`config.mk`:
```
export PLATFORM = sky130hd
export DESIGN_NAME = decode_cycle
export DESIGN_NICKNAME = d
export VERILOG_FILES = /design/src/rtl/riscv_pkg.sv /design/src/rtl/register_file.sv /design/src/rtl/decode_cycle.sv
export SDC_FILE = /design/constraint.sdc
export NUM_CORES = 2
export LEC_CHECK = 0
export CORE_MARGIN = 5
export CORE_UTILIZATION = 25
export DETAILED_ROUTE_END_ITERATION = 8
export PLACE_DENSITY = 0.5
export SLEW_MARGIN = 20
export SYNTH_ARGS = -nofsm -noshare
export SYNTH_HDL_FRONTEND = slang
export SYNTH_SLANG_ARGS = --single-unit
```
`constraint.sdc`:
```
create_clock -name clk -period 108.1 [get_ports clk]
set_input_delay 10.81 -clock clk [delete_from_list [all_inputs] [get_ports clk]]
set_output_delay 10.81 -clock clk [all_outputs]
set_load 0.005 [all_outputs]
```
`src/rtl/riscv_pkg.sv`:
```
// rtl/riscv_pkg.sv - shared RV32I decode encodings and ID/EX control bundle
//
// Contents:
//   OP_*        opcode values
//   imm_src_e   immediate format select (I=00, S=01, B=10, J=11)
//   alu_ctrl_e  ALU operation encoding seen by execute
//   result_src_e write-back source select
//   ctrl_t      packed control bundle carried through ID/EX
//   imm_extend  sign-extends the immediate of a given format
package riscv_pkg;

  localparam logic [6:0] OP_LW    = 7'b0000011;
  localparam logic [6:0] OP_SW    = 7'b0100011;
  localparam logic [6:0] OP_RTYPE = 7'b0110011;
  localparam logic [6:0] OP_IALU  = 7'b0010011;
  localparam logic [6:0] OP_BEQ   = 7'b1100011;
  localparam logic [6:0] OP_JAL   = 7'b1101111;

  typedef enum logic [1:0] {
    IMM_I = 2'b00,
    IMM_S = 2'b01,
    IMM_B = 2'b10,
    IMM_J = 2'b11
  } imm_src_e;

  typedef enum logic [2:0] {
    ALU_ADD = 3'b000,
    ALU_SUB = 3'b001,
    ALU_AND = 3'b010,
    ALU_OR  = 3'b011,
    ALU_SLT = 3'b101
  } alu_ctrl_e;

  typedef enum logic [1:0] {
    RES_ALU = 2'b00,
    RES_MEM = 2'b01,
    RES_PC4 = 2'b10
  } result_src_e;

  typedef struct packed {
    logic        reg_write;
    result_src_e result_src;
    logic        mem_write;
    logic        jump;
    logic        branch;
    alu_ctrl_e   alu_control;
    logic        alu_src;
  } ctrl_t;

  localparam ctrl_t CTRL_NOP = '0;

  function automatic logic [31:0] imm_extend(input logic [31:0] instr,
                                             input imm_src_e    src);
    logic [31:0] imm;
    case (src)
      IMM_S:   imm = {{20{instr[31]}}, instr[31:25], instr[11:7]};
      IMM_B:   imm = {{20{instr[31]}}, instr[7], instr[30:25], instr[11:8], 1'b0};
      IMM_J:   imm = {{12{instr[31]}}, instr[19:12], instr[20], instr[30:21], 1'b0};
      default: imm = {{20{instr[31]}}, instr[31:20]};
    endcase
    return imm;
  endfunction

endpackage

```
`src/rtl/register_file.sv`:
```
// rtl/register_file.sv - 32x32 register file, x0 hardwired zero, write bypass
//
// Ports:
//   clk, rst        rising-edge clock, asynchronous active-high reset
//   ra1, ra2        combinational read addresses
//   rd1, rd2        read data (0 for x0, ResultW when bypassing)
//   we, wa, wd      write-back port, sampled at the rising edge
module register_file #(
  parameter int XLEN  = 32,
  parameter int NREGS = 32,
  parameter int AW    = $clog2(NREGS)
) (
  input  logic            clk,
  input  logic            rst,
  input  logic [AW-1:0]   ra1,
  input  logic [AW-1:0]   ra2,
  output logic [XLEN-1:0] rd1,
  output logic [XLEN-1:0] rd2,
  input  logic            we,
  input  logic [AW-1:0]   wa,
  input  logic [XLEN-1:0] wd
);

  logic [XLEN-1:0] mem [NREGS];
  logic            wr_en;

  assign wr_en = we && (wa != '0);

  always_ff @(posedge clk or posedge rst) begin
    if (rst) begin
      for (int i = 0; i < NREGS; i++) begin
        mem[i] <= '0;
      end
    end else if (wr_en) begin
      mem[wa] <= wd;
    end
  end

  // A same-cycle write is forwarded so decode sees the value W is retiring.
  always_comb begin
    rd1 = mem[ra1];
    if (ra1 == '0) begin
      rd1 = '0;
    end else if (wr_en && (wa == ra1)) begin
      rd1 = wd;
    end
  end

  always_comb begin
    rd2 = mem[ra2];
    if (ra2 == '0) begin
      rd2 = '0;
    end else if (wr_en && (wa == ra2)) begin
      rd2 = wd;
    end
  end

endmodule

```
`src/rtl/decode_cycle.sv`:
```
// rtl/decode_cycle.sv - RV32I decode stage with register file and ID/EX register
//
// Inputs:  clk, rst (async active-high), InstrD/PCD/PCPlus4D from IF/ID,
//          RegWriteW/RDW/ResultW write-back port, FlushE bubble insert.
// Outputs: ID/EX register contents - controls (RegWriteE, ResultSrcE,
//          MemWriteE, JumpE, BranchE, ALUControlE, ALUSrcE), operands
//          (RD1E, RD2E, ImmExtE), register fields (RdE, Rs1E, Rs2E), PCE,
//          PCPlus4E.
// Option:  DECODE_ILLEGAL_FLAG_EN adds registered output IllegalE.
module decode_cycle
  import riscv_pkg::*;
#(
  parameter int XLEN  = 32,
  parameter int NREGS = 32
) (
  input  logic            clk,
  input  logic            rst,
  input  logic [31:0]     InstrD,
  input  logic [XLEN-1:0] PCD,
  input  logic [XLEN-1:0] PCPlus4D,
  input  logic            RegWriteW,
  input  logic [4:0]      RDW,
  input  logic [XLEN-1:0] ResultW,
  input  logic            FlushE,
  output logic            RegWriteE,
  output logic [1:0]      ResultSrcE,
  output logic            MemWriteE,
  output logic            JumpE,
  output logic            BranchE,
  output logic [2:0]      ALUControlE,
  output logic            ALUSrcE,
  output logic [XLEN-1:0] RD1E,
  output logic [XLEN-1:0] RD2E,
  output logic [XLEN-1:0] ImmExtE,
  output logic [4:0]      RdE,
  output logic [4:0]      Rs1E,
  output logic [4:0]      Rs2E,
  output logic [XLEN-1:0] PCE,
  output logic [XLEN-1:0] PCPlus4E
`ifdef DECODE_ILLEGAL_FLAG_EN
  ,
  output logic            IllegalE
`endif
);

  logic [6:0]      opcode;
  logic [2:0]      funct3;
  logic [4:0]      rs1_d;
  logic [4:0]      rs2_d;
  logic [4:0]      rd_d;
  logic [XLEN-1:0] rd1_d;
  logic [XLEN-1:0] rd2_d;
  logic [XLEN-1:0] imm_d;
  imm_src_e        imm_src;
  logic [1:0]      alu_op;
  ctrl_t           ctrl_d;
  ctrl_t           ctrl_e;

  assign opcode = InstrD[6:0];
  assign rd_d   = InstrD[11:7];
  assign funct3 = InstrD[14:12];
  assign rs1_d  = InstrD[19:15];
  assign rs2_d  = InstrD[24:20];

  register_file #(
    .XLEN  (XLEN),
    .NREGS (NREGS)
  ) u_regfile (
    .clk (clk),
    .rst (rst),
    .ra1 (rs1_d),
    .ra2 (rs2_d),
    .rd1 (rd1_d),
    .rd2 (rd2_d),
    .we  (RegWriteW),
    .wa  (RDW),
    .wd  (ResultW)
  );

  // Main decode; unsupported opcodes fall through as a NOP with an
  // I-format immediate so the value is still deterministic.
  always_comb begin
    ctrl_d  = CTRL_NOP;
    imm_src = IMM_I;
    alu_op  = 2'b00;
    case (opcode)
      OP_LW: begin
        ctrl_d.reg_write  = 1'b1;
        ctrl_d.alu_src    = 1'b1;
        ctrl_d.result_src = RES_MEM;
      end
      OP_SW: begin
        ctrl_d.mem_write = 1'b1;
        ctrl_d.alu_src   = 1'b1;
        imm_src          = IMM_S;
      end
      OP_RTYPE: begin
        ctrl_d.reg_write = 1'b1;
        alu_op           = 2'b10;
      end
      OP_IALU: begin
        ctrl_d.reg_write = 1'b1;
        ctrl_d.alu_src   = 1'b1;
        alu_op           = 2'b10;
      end
      OP_BEQ: begin
        ctrl_d.branch = 1'b1;
        alu_op        = 2'b01;
        imm_src       = IMM_B;
      end
      OP_JAL: begin
        ctrl_d.reg_write  = 1'b1;
        ctrl_d.jump       = 1'b1;
        ctrl_d.result_src = RES_PC4;
        imm_src           = IMM_J;
      end
      default: ;
    endcase

    case (alu_op)
      2'b00: ctrl_d.alu_control = ALU_ADD;
      2'b01: ctrl_d.alu_control = ALU_SUB;
      default: begin
        case (funct3)
          // funct7[5] means sub only for R-type; addi reuses that bit as imm.
          3'b000:  ctrl_d.alu_control = (opcode[5] && InstrD[30]) ? ALU_SUB : ALU_ADD;
          3'b010:  ctrl_d.alu_control = ALU_SLT;
          3'b110:  ctrl_d.alu_control = ALU_OR;
          3'b111:  ctrl_d.alu_control = ALU_AND;
          default: ctrl_d.alu_control = ALU_ADD;
        endcase
      end
    endcase
  end

  assign imm_d = imm_extend(InstrD, imm_src);

  always_ff @(posedge clk or posedge rst) begin
    if (rst) begin
      ctrl_e   <= CTRL_NOP;
      RD1E     <= '0;
      RD2E     <= '0;
      ImmExtE  <= '0;
      RdE      <= '0;
      Rs1E     <= '0;
      Rs2E     <= '0;
      PCE      <= '0;
      PCPlus4E <= '0;
    end else if (FlushE) begin
      ctrl_e   <= CTRL_NOP;
      RD1E     <= '0;
      RD2E     <= '0;
      ImmExtE  <= '0;
      RdE      <= '0;
      Rs1E     <= '0;
      Rs2E     <= '0;
      PCE      <= '0;
      PCPlus4E <= '0;
    end else begin
      ctrl_e   <= ctrl_d;
      RD1E     <= rd1_d;
      RD2E     <= rd2_d;
      ImmExtE  <= imm_d;
      RdE      <= rd_d;
      Rs1E     <= rs1_d;
      Rs2E     <= rs2_d;
      PCE      <= PCD;
      PCPlus4E <= PCPlus4D;
    end
  end

  assign RegWriteE   = ctrl_e.reg_write;
  assign ResultSrcE  = ctrl_e.result_src;
  assign MemWriteE   = ctrl_e.mem_write;
  assign JumpE       = ctrl_e.jump;
  assign BranchE     = ctrl_e.branch;
  assign ALUControlE = ctrl_e.alu_control;
  assign ALUSrcE     = ctrl_e.alu_src;

`ifdef DECODE_ILLEGAL_FLAG_EN
  logic illegal_d;

  always_comb begin
    illegal_d = 1'b0;
    case (opcode)
      OP_LW, OP_SW, OP_IALU, OP_BEQ, OP_JAL: illegal_d = 1'b0;
      OP_RTYPE: illegal_d = (InstrD[31:25] != 7'b0000000) &&
                            (InstrD[31:25] != 7'b0100000);
      default:  illegal_d = 1'b1;
    endcase
  end

  always_ff @(posedge clk or posedge rst) begin
    if (rst) begin
      IllegalE <= 1'b0;
    end else if (FlushE) begin
      IllegalE <= 1'b0;
    end else begin
      IllegalE <= illegal_d;
    end
  end
`endif

endmodule
```
# Yosys cells after proc, flatten, opt, wreduce, memory -nomap -nowiden
# Cells that the tools add are included.
# op_classes
addsub	0
multipliers	0
div_mod_pow	0
n_lt_le_gt_ge	4
n_eq_ne	15
n_shift	0
n_mux	34
n_bitwise	3
reduce_logical	13
# op_table
operator	n
$bwmux W1024	1
$mux W32	14
$bmux W32 S5	2
$demux W32 S5	1
$pmux W20 S3	1
$ge A6 B6 Y1 const B	3
$not A5 Y6	3
$mux W5	3
$eq A7 B6 Y1 const B	2
$eq A7 B7 Y1 const B	2
$pmux W3 S4	1
$eq A5 B5 Y1	2
$logic_not A5 Y1	2
$mux W10	1
$pmux W2 S2	2
$eq A7 B2 Y1 const B	1
$eq A7 B5 Y1 const B	1
$eq A3 B3 Y1 const B	2
$lt A6 B1 Y1 const B	1
$mux W1	6
$pmux W2 S3	1
$pmux W3 S2	1
$logic_and A1 B1 Y1	5
$reduce_bool A5 Y1	1
other kinds (8)	10
# word_totals
register_bits	1209
latchBits	0
ramBits	0
romBits	0
in_bits	137
memories	0

# Longest topological paths before layout
# depth
ltp_word	7
depth_mapped	9
mapped_depth_nobuf	5

# Hierarchy
# From an unflattened synthesis, not the netlist that was laid out.
# unflattened
cells_unflattened	4374
hier_area_um2	61676.7
# by_module_without_submodules
module	n_inst	cells_per_inst	area_each_um2
register_file	1	3969	55882.3
decode_cycle	1	405	5794.3

# Worst setup path before layout
# No wires, ideal clock.
# synth_timing
kind	input to register
start	input InstrD[16]
end	register RD1E[29]
setup_ps	129
t_arrival_ps	12410
path_slack_ps	95561
cell_stages	7
n_path_buf	3
path_cell_list	buf_2 buf_2 buf_1 mux4_2 a22oi_1 a21oi_1 a2111o_1
# synth_between
elab_chain_len	7
elab_cells_between_ends	10
cone_classes	eq/ne (1); mux (6); bitwise (1); reduce/logical (2)
# synth_lines
item	line	rtl
start, declared	decode_cycle.sv:18	input logic [31:0] InstrD,
$not A5 Y6 (implied by the code)	register_file.sv:41	rd1 = mem[ra1];
$bmux W32 S5	register_file.sv:41	
$mux W32 (implied by the code) (2 in a row)	register_file.sv:41	
$mux W32	register_file.sv:44	end else if (wr_en && (wa == ra1)) begin
$mux W32 (*)	register_file.sv:42	if (ra1 == '0) begin
$mux W32 (*)	decode_cycle.sv:149	end else if (FlushE) begin
end signal, assigned	decode_cycle.sv:161	RD1E <= rd1_d;
end, declared	decode_cycle.sv:32	output logic [XLEN-1:0] RD1E,
# Mark *: on every way between the ends. The rest lies on a longest branch, timed or not. The select of a mux whose other input is x is not followed.
# A chain may end at the register's enable or synchronous reset.

# Worst setup path after layout
# layout_timing
start	input InstrD[15]
end	register RD1E[4]
# Same word-level chain as after synthesis.

==> flow_summary.json <==
{
  "via_per_inst": 5.13,
  "yosysSeqAreaShare": 0.494,
  "syn_inst": 4193,
  "io-pin-count": 322,
  "postCtsHoldBufs": 0,
  "yosysTopAreaCellShare": 0.494,
  "route.vias.total": 39020,
  "syn-num-nets": 4330,
  "critPathMaxStageDelay_ns": 0.83,
  "crit_fanout": 47,
  "ys_top_cells_by_area": "dfrtp_1 (49%), mux2_2 (19%), mux4_2 (14%), mux2i_1 (4.7%), a221oi_1 (1.4%)",
  "most-common-layout-cells": "dfrtp_1 (1197), mux2_2 (1030), mux4_2 (383)",
  "timing.fmax_mhz": 70.6,
  "h-tree-depth": 4,
  "cp_common_cell": "buf_4",
  "finalSetupTns_ns": 0,
  "critical-path-slowest-cell": "buf_4",
  "dpl-instance-area_um2": 66700,
  "numCtsBuffers": 139,
  "ant_nets": 0,
  "worstMarginPinSlew_ns": 1.15,
  "place.gp.congestion": 0.753,
  "dp.cells": 7341,
  "slew_viol_final": 0,
  "leakage_nw": 30.5,
  "routed_wl_mm": 216,
  "worst_r2r_endpoint": "RD2E[22]$_DFF_PP0_",
  "setup_viol": 0,
  "cts_resized": 0,
  "ff2ff_setup_slack_ns": 106.20,
  "cts_tree": "yes",
  "cap_violations": 0,
  "yosysTopAreaCell": "dfrtp_1",
  "cts_max_path_buffers": 3,
  "timing.final.crit_period_ns": 14.16,
  "finalHoldViolations": 0,
  "drt_iter0_markers": 3046,
  "drive_above_1_share": 0.416,
  "syn_area_um2": 60700,
  "syn_avg_cell_area_um2": 14.5,
  "finalClockSkew_ns": 0.0283,
  "hold_class": "register to register",
  "reg2regPathDepth": 5,
  "grt_pass1_vias": 41279,
  "crit_path_end_kind": "register",
  "grt_usage": 0.168,
  "io_buffers": 321,
  "arrival_ns": 14.82,
  "synth-seq-cells": 1197,
  "num-nets-final": 4434,
  "dp_hpwl_mm": 125,
  "mostFrequentLayoutCell": "dfrtp_1",
  "criticalPathCategory": "primary input to register",
  "rsz0062_at_grt": "no",
  "start_util": 0.252,
  "clkTransAtPathRegs_ns": 0.06,
  "avgRoutedWirePerCell_um": 28.5,
  "worstPathBufferInverterCount": 4,
  "syn_to_final_growth_pct": 17.6,
  "drc": 0,
  "fp.coreArea_um2": 241000,
  "die_w_um": 503,
  "min_path_cells": 0,
  "antenna_found_initial": 25,
  "hold_end": "u_regfile.mem[1006]$_DFFE_PP0P_",
  "finalInstanceArea_um2": 71400,
  "die_h_um": 503,
  "yosys_warnings": 0,
  "status": "finished, final reports clean",
  "cts_sinks": 1197,
  "crit-reg2reg-launch": "u_regfile.mem[342]$_DFFE_PP0P_",
  "vdd_drop_max_v": 0.0000130,
  "slew_headroom": 0.233,
  "post_cts_buffers": 0,
  "cp_top_family": "buffers and inverters",
  "min_from": "u_regfile.mem[1006]$_DFFE_PP0P_",
  "cts_root_buffer": "clkbuf_16",
  "num_rows": 180,
  "cp-start-kind": "primary input",
  "crit_chain": "buf_8, buf_4, buf_4, buf_4, mux4_2, a22oi_1, a21oi_1, a2111o_1",
  "worstPathRequired_ns": 108.76,
  "die_area_um2": 253000,
  "grt-ovfl-total": 0,
  "clock_latency_ns": 0.79,
  "fin_crit_sh": 0.131,
  "async_reset_ff_frac": 1.00,
  "p_per_area_nw_per_um2": 18.3,
  "first_pass_iters": 5,
  "grt_max_degree": 174,
  "netlist-cell-type-count": 57,
  "grt_first_pass_wirelength_mm": 311,
  "synth_edf_count": 0,
  "synth_top_flop_cell": "dfrtp_1",
  "fin_cells": 7603
}
==> logic make-up after synthesis <==
family,synth area share
mux,0.381
xor+xnor,0.00157
simple gates,0.0313
flops,0.494
buf+inv,0.0375
compound gates,0.0554
==> worst max path at each step <==
stage	end	cells past startpoint	startpoint	slack (ns)
4_1_cts	RD1E[4]$_DFF_PP0_	8	InstrD[15]	93.91
6_report	RD1E[4]$_DFF_PP0_	8	InstrD[15]	93.94
3_3_place_gp	RD1E[5]$_DFF_PP0_	8	InstrD[15]	93.03
5_1_grt	u_regfile.mem[806]$_DFFE_PP0P_	5	rst	93.59
3_5_place_dp	RD1E[0]$_DFF_PP0_	8	InstrD[15]	93.04
2_1_floorplan	ALUControlE[0]$_DFF_PP0_	1	rst	63.57
==> state kept, by name, summed over array words and instances (netlist names), 3 cells and up <==
name           cells
RD1E              32
Rs1E               5
u_regfile.mem   1024
RD2E              32
RdE                5
ALUControlE        3
PCPlus4E          32
ImmExtE           21
Rs2E               5
PCE               32
==> through the flow <==
step           utilization  worst slack, ns  hold WS, ns  total power [W]
6_report             0.296            93.94        0.399          0.00130
5_1_grt              0.296            93.59        0.409          0.00136
4_1_cts              0.296            93.91        0.400          0.00132
3_5_place_dp         0.277            93.04        0.387         0.000826
3_3_place_gp         0.277            93.03        0.381         0.000820
2_1_floorplan            -            63.57        0.445         0.000750
==> cell usage after synthesis (all sizes together) (2+ instances only) <==
cell / instances
or3: 3
inv: 8
or2: 5
a22oi: 80
and4: 4
nor2b: 84
nor4: 2
and3: 4
xnor2: 5
nor2: 77
mux2: 1034
nand2: 61
mux4: 383
o22ai: 66
nor3: 29
nand3b: 6
nand4b: 2
dfrtp: 1197
o21ai: 43
a21o: 20
a2111oi: 2
buf: 267
and3b: 2
xor2: 5
nor3b: 5
nand2b: 5
nand3: 41
mux2i: 283
clkbuf: 195
a21oi: 108
a22o: 4
a31oi: 3
a221oi: 100
a2111o: 32
nor4b: 20
==> layout make-up <==
type / instances / area, um2
Timing Repair Buffer: 425 / 3990
Tap cell: 3185 / 3990
Antenna cell: 9 / 22.5
Multi-Input combinational cell: 2526 / 28700
Clock buffer: 202 / 4170
Fill cell: 24181 / 170000
Sequential cell: 1197 / 30000
Inverter: 8 / 37.5
Clock inverter: 51 / 536
==> power breakdown <==
group | internal (W) | switching [W] | leakage, nW | total [W]
sequential | 0.000525 | 0.0000569 | 15.4 | 0.000582
combinational | 0.000139 | 0.0000967 | 12.7 | 0.000236
clock | 0.000284 | 0.000202 | 2.35 | 0.000487
total | 0.000949 | 0.000356 | 30.5 | 0.00130
==> routing by layer <==
metal	track usage	vias up	part of all wire
met5	0	-	0.00019
met4	0.0527	6	0.030
met3	0.0331	320	0.058
met2	0.273	1202	0.47
met1	0.227	21265	0.44
li1	-	16227	-
(Power assumes the default switching activity.)
